===== src/rtl/wavetable_loader_pkg.sv =====
// ---------------------------------------------------------------------------
// mypackage
// Shared sizes and types for the wavetable loader and its bank RAMs.
//   WAVETABLE_N     : log2 of the table depth (read index width)
//   AMPLITUDE_BITS  : width of one stored sample
//   amplitude       : one sample word
//   phase_index_type: table index, used for rd_phase and the write address
//   load_state_t    : loader FSM states
// ---------------------------------------------------------------------------
package mypackage;

    localparam int WAVETABLE_N    = 5;
    localparam int AMPLITUDE_BITS = 8;
    localparam int TABLE_DEPTH    = 2 ** WAVETABLE_N;

    typedef logic [AMPLITUDE_BITS-1:0] amplitude;
    typedef logic [WAVETABLE_N-1:0]    phase_index_type;

    typedef enum logic [1:0] {
        IDLE = 2'd0,
        FILL = 2'd1,
        SWAP = 2'd2
    } load_state_t;

    localparam phase_index_type LAST_ADDR = phase_index_type'(TABLE_DEPTH - 1);

endpackage


===== src/rtl/wavetable_bank_ram.sv =====
// ---------------------------------------------------------------------------
// wavetable_bank_ram
// One wavetable bank: a single synchronous write port and two registered
// read ports, so a caller can fetch neighbouring entries for interpolation.
// Ports:
//   clock, reset_n         : clock and async active-low reset (read regs only)
//   wr_en/wr_addr/wr_data  : write port
//   rd_addr_a/rd_addr_b    : read addresses, sampled every cycle
//   rd_data_a/rd_data_b    : registered read data, 1-cycle latency
// The storage array is deliberately not reset; only the output registers are.
// ---------------------------------------------------------------------------
module wavetable_bank_ram
    import mypackage::*;
(
    input  logic            clock,
    input  logic            reset_n,
    input  logic            wr_en,
    input  phase_index_type wr_addr,
    input  amplitude        wr_data,
    input  phase_index_type rd_addr_a,
    input  phase_index_type rd_addr_b,
    output amplitude        rd_data_a,
    output amplitude        rd_data_b
);

    amplitude mem [TABLE_DEPTH];
    amplitude rd_data_a_q;
    amplitude rd_data_b_q;

    always_ff @(posedge clock) begin
        if (wr_en) begin
            mem[wr_addr] <= wr_data;
        end
    end

    always_ff @(posedge clock or negedge reset_n) begin
        if (!reset_n) begin
            rd_data_a_q <= '0;
            rd_data_b_q <= '0;
        end else begin
            rd_data_a_q <= mem[rd_addr_a];
            rd_data_b_q <= mem[rd_addr_b];
        end
    end

    assign rd_data_a = rd_data_a_q;
    assign rd_data_b = rd_data_b_q;

endmodule


===== src/rtl/wavetable_loader.sv =====
// ---------------------------------------------------------------------------
// wavetable_loader
// Double-buffered wavetable. A sample stream fills the shadow bank while the
// active bank keeps serving reads; once the shadow bank is complete the banks
// swap in a single cycle and load_done pulses.
// Ports:
//   clock, reset_n        : clock, async active-low reset
//   load_start, abort     : start / abandon a fill
//   s_valid/s_ready/s_data: sample stream into the shadow bank
//   load_busy, load_done  : fill/swap in progress, new table live pulse
//   active_bank           : bank currently serving reads
//   rd_phase              : read index; rd_a = table[rd_phase],
//                           rd_b = table[rd_phase+1] (wrapping), 1-cycle latency
// ---------------------------------------------------------------------------
module wavetable_loader
    import mypackage::*;
(
    input  logic            clock,
    input  logic            reset_n,
    input  logic            load_start,
    input  logic            abort,
    input  logic            s_valid,
    output logic            s_ready,
    input  amplitude        s_data,
    output logic            load_busy,
    output logic            load_done,
    output logic            active_bank,
    input  phase_index_type rd_phase,
    output amplitude        rd_a,
    output amplitude        rd_b
);

    load_state_t     state_q, state_d;
    phase_index_type waddr_q, waddr_d;
    logic            active_bank_q, active_bank_d;
    logic            load_done_q, load_done_d;
    logic            rd_sel_q;
    logic            wr_en;

    phase_index_type rd_phase_next;
    amplitude        bank0_a, bank0_b, bank1_a, bank1_b;

    always_ff @(posedge clock or negedge reset_n) begin
        if (!reset_n) begin
            state_q       <= IDLE;
            waddr_q       <= '0;
            active_bank_q <= 1'b0;
            load_done_q   <= 1'b0;
            rd_sel_q      <= 1'b0;
        end else begin
            state_q       <= state_d;
            waddr_q       <= waddr_d;
            active_bank_q <= active_bank_d;
            load_done_q   <= load_done_d;
            // The read registers sample the bank selected before this edge,
            // so the output mux has to follow that same, delayed selection.
            rd_sel_q      <= active_bank_q;
        end
    end

    // Abort takes priority over any handshake, including the final one, so an
    // aborted load never writes its last sample nor reaches SWAP.
    always_comb begin
        state_d       = state_q;
        waddr_d       = waddr_q;
        active_bank_d = active_bank_q;
        load_done_d   = 1'b0;
        wr_en         = 1'b0;
        s_ready       = 1'b0;
        load_busy     = 1'b0;
        unique case (state_q)
            IDLE: begin
                if (load_start) begin
                    state_d = FILL;
                    waddr_d = '0;
                end
            end
            FILL: begin
                s_ready   = 1'b1;
                load_busy = 1'b1;
                if (abort) begin
                    state_d = IDLE;
                    waddr_d = '0;
                end else if (s_valid) begin
                    wr_en   = 1'b1;
                    waddr_d = waddr_q + 1'b1;
                    if (waddr_q == LAST_ADDR) begin
                        state_d = SWAP;
                    end
                end
            end
            SWAP: begin
                load_busy     = 1'b1;
                active_bank_d = ~active_bank_q;
                load_done_d   = 1'b1;
                state_d       = IDLE;
            end
            default: begin
                state_d = IDLE;
            end
        endcase
    end

    assign rd_phase_next = rd_phase + 1'b1;

    // Writes only ever reach the bank that is not active, so the read ports
    // and write port never touch the same bank.
    wavetable_bank_ram u_bank0 (
        .clock     (clock),
        .reset_n   (reset_n),
        .wr_en     (wr_en & active_bank_q),
        .wr_addr   (waddr_q),
        .wr_data   (s_data),
        .rd_addr_a (rd_phase),
        .rd_addr_b (rd_phase_next),
        .rd_data_a (bank0_a),
        .rd_data_b (bank0_b)
    );

    wavetable_bank_ram u_bank1 (
        .clock     (clock),
        .reset_n   (reset_n),
        .wr_en     (wr_en & ~active_bank_q),
        .wr_addr   (waddr_q),
        .wr_data   (s_data),
        .rd_addr_a (rd_phase),
        .rd_addr_b (rd_phase_next),
        .rd_data_a (bank1_a),
        .rd_data_b (bank1_b)
    );

    assign rd_a        = rd_sel_q ? bank1_a : bank0_a;
    assign rd_b        = rd_sel_q ? bank1_b : bank0_b;
    assign load_done   = load_done_q;
    assign active_bank = active_bank_q;

endmodule


===== config.mk =====
export PLATFORM = sky130hd
export DESIGN_NAME = wavetable_loader
export DESIGN_NICKNAME = d
export VERILOG_FILES = /design/src/rtl/wavetable_loader_pkg.sv /design/src/rtl/wavetable_bank_ram.sv /design/src/rtl/wavetable_loader.sv
export SDC_FILE = /design/constraint.sdc
export NUM_CORES = 1
export LEC_CHECK = 0
export BUFFER_PORTS_ARGS = -buffer_cell sky130_fd_sc_hd__buf_2
export CORE_UTILIZATION = 50
export CTS_BUF_LIST = sky130_fd_sc_hd__clkbuf_2 sky130_fd_sc_hd__clkbuf_4 sky130_fd_sc_hd__clkbuf_8
export DETAILED_ROUTE_END_ITERATION = 10
export PLACE_DENSITY_LB_ADDON = 0.2
export SLEW_MARGIN = 30
export SYNTH_ARGS = -nofsm -noshare
export SYNTH_HDL_FRONTEND = slang
export SYNTH_SLANG_ARGS = --single-unit
export TNS_END_PERCENT = 30

===== constraint.sdc =====
create_clock -name clock -period 2.9 [get_ports clock]
set_input_delay 0.29 -clock clock [delete_from_list [all_inputs] [get_ports clock]]
set_output_delay 0.29 -clock clock [all_outputs]
set_load 0.02 [all_outputs]

==> impl_metrics.py <==
metrics = {
    "synth": {
        "syn_avg_cell_area_um2": 20.4,
        "netlist_area_mm2": 0.0256,
        "synth_fp_nets": 1280,
        "ys_seq_area_frac": 0.642,
        "synth_seq_cells": 554,
        "synth_edf_count": 512,
        "synth_warnings": 0,
        "syn_inst": 1252,
        "synth_ff_type": "edfxtp_1",
        "ys_types": 41,
        "async_reset_ff_frac": 0.0758,
    },
    "global_route": {
        "grt_use_total": 0.259,
        "antenna_found_initial": 3,
        "overflow": 0,
        "grt_max_degree": 66,
        "grt_pass1_vias": 14600,
        "grt_pass1_wl_mm": 96.6,
    },
    "sta": {
        "tightest_slew_ns": 1.06,
        "fmax_ghz": 0.374,
        "maxSlewViolCount": 0,
        "final.setup_skew_ns": 0.0200,
        "rsz0062_at_grt": "false",
        "finalCritPeriodShare": 0.922,
        "final.setup.tns_ns": 0,
        "hold_violations": 0,
        "fin_crit_ns": 2.67,
        "relSlewSlack": 0.291,
        "finalSetupViolations": 0,
    },
    "clocking": {
        "cts_setup_buffers": 0,
        "cts_tree": "done",
        "clk_pin_slew_ns": 0.06,
        "cts_inserted_buffers": 90,
        "cts-root-buf": "clkbuf_8",
        "htree_levels": 3,
        "cts_hold_buf": 4,
        "post_cts_resized": 0,
        "cts.sinks": 554,
        "clk_latency_ns": 0.68,
        "cts.path.max_buffers": 3,
    },
    "floorplanning": {
        "die_y_um": 228,
        "die_area_mm2": 0.0521,
        "start_util": 0.509,
        "fp-row-count": 82,
        "die_w_um": 228,
        "io_pins": 38,
        "coreArea_mm2": 0.0503,
    },
    "power": {
        "power_per_cell_area_mw_per_mm2": 612,
        "power.leakage_nw": 9.60,
        "vdd_drop_max_mv": 0.473,
        "total_power_mw": 17.9,
    },
    "critical_path": {
        "crit_path_start_kind": "flop",
        "critPathArrivalTime_ns": 2.38,
        "slowest_delay_ns": 1.04,
        "critical_path_class": "flop to primary output",
        "cp_cell_sequence": "mux2_2 > buf_2",
        "required_ns": 2.61,
        "crit_slowest_cell": "dfrtp_1",
        "cp_max_fo": 16,
        "endpoint_kind": "primary output",
        "worst_r2r_path_depth": 7,
    },
    "route": {
        "drt_first_pass_iters": 5,
        "drt_iter0_drc": 1271,
        "drcViolationCount": 0,
        "num_vias": 13800,
        "viasPerCell": 6.41,
        "ant_nets": 0,
        "wl_per_cell_um": 30.3,
        "wl_mm": 65.4,
    },
    "place": {
        "hpwl_mm": 41.6,
        "port_buffers": 37,
        "place_congestion": 0.841,
    },
    "final_layout": {
        "nets": 1440,
        "area_delta_synth_final_pct": 14.4,
        "layout-drive-gt1-share": 0.446,
    },
    "worst_hold_path": {
        "hold_depth": 4,
        "hp-class": "input port to flop",
    },
    "job": {
        "drv_cap": 0,
    },
    "outcome": {
        "outcome": "completed",
    },
}
## power breakdown
| part | leakage, nW | switching (mW) | internal (mW) |
|---|---|---|---|
| combinational | 3.47 | 0.994 | 0.884 |
| clock | 1.03 | 3.08 | 4.01 |
| sequential | 5.11 | 0.0981 | 8.84 |
| total | 9.60 | 4.17 | 13.7 |
## through the flow
step | setup WS [ns] | hold WS [ns] | cells | util | cell area (µm²)
2_1_floorplan | 0.425 | -0.00559 | 1252 | - | 25600
3_3_place_gp | 0.121 | 0.438 | 1988 | 0.543 | 27300
3_5_place_dp | 0.232 | 0.449 | 1988 | 0.543 | 27300
4_1_cts | 0.215 | 0.00966 | 2159 | 0.582 | 29300
5_1_grt | 0.194 | 0.0477 | 2159 | 0.582 | 29300
6_report | 0.227 | 0.0596 | 2160 | 0.582 | 29300
## worst paths after layout
path / startpoint / endpoint / slack (ns)
max reg2reg: state_q[1] / u_bank0.mem[17][4] / 0.44
min: s_valid / waddr_q[2] / 0.06
min in group asynchronous: reset_n / u_bank1.rd_data_b[0] / 0.24
max in group asynchronous: reset_n / u_bank0.rd_data_b[6] / 1.93
min reg2reg: active_bank / rd_sel_q / 0.54
max: rd_sel_q / rd_b[1] / 0.23
## critical path, delay by kind of cell (launching register included)
kind	cells	cell delay [ns]
mux	1	0.49
buf+inv	1	0.18
flops	1	1.04
## routing by layer
metal,track usage,vias to the layer above,wire [µm]
met4,0.102,0,2430
met2,0.427,643,33300
met5,0,-,0
li1,-,5701,-
met1,0.336,7373,24700
met3,0.0596,132,5040
## kinds of logic after synthesis
family,synth area share
DFF,0.642
muxes,0.286
and+or+nand+nor,0.0256
buffers and inverters,0.0184
AOI/OAI and AO/OA,0.0215
adders and majority gates,0.00489
xor gates and xnor gates,0.00132
## layout by cell type (no fill, tap or decap), drive strengths merged, types with 2 or more instances in the layout
master / n
a211oi: 16
edfxtp: 512
or3: 3
buf: 153
nor3b: 4
nor2b: 19
clkinv: 21
nand3b: 3
nand2: 34
a2111oi: 16
mux4: 288
nand3: 6
ha: 10
and3b: 2
inv: 7
bufinv: 2
dlygate4sd3: 4
clkbuf: 143
o21ai: 5
dfrtp: 42
nand2b: 3
and3: 2
a21oi: 36
mux2i: 17
clkinvlp: 2
a22o: 2
mux2: 59
xor2: 3
nor2: 62
## synthesized netlist by cell type (3+ instances only)
cell,instances,area share
nand2_1,34,0.0050
nand3_1,6,0.0012
mux2_2,59,0.026
or3_1,3,0.00073
edfxtp_1,512,0.60
a21oi_1,36,0.0070
inv_1,6,0.00088
buf_6,4,0.0018
o21ai_0,5,0.00098
ha_1,10,0.0049
mux2i_1,17,0.0067
clkbuf_1,30,0.0044
a2111oi_0,16,0.0055
buf_4,7,0.0021
nor2b_1,19,0.0046
nand3b_1,3,0.00088
dfrtp_1,42,0.041
buf_1,9,0.0013
buf_2,40,0.0078
nand2b_1,3,0.00073
nor2_1,62,0.0091
nor3b_1,4,0.0012
mux4_2,288,0.25
a211oi_1,16,0.0047
## layout make-up
type,instances,area (µm²)
Inverter,7,26.3
Clock buffer,142,1750
Tap cell,672,841
Clock inverter,25,168
Multi-Input combinational cell,601,8710
Sequential cell,554,16400
Timing Repair Buffer,158,1330
Fill cell,3722,21000
Antenna cell,1,2.50
## state kept, by name, indices dropped and copies added (netlist names)
signal and count:
state_q 2, u_bank0.rd_data_b 8, rd_sel_q 1, u_bank1.mem 256, u_bank1.rd_data_b 8, active_bank 1, waddr_q 5, u_bank0.mem 256
u_bank1.rd_data_a 8, u_bank0.rd_data_a 8, load_done 1
Power figures use the tool's default switching activity.
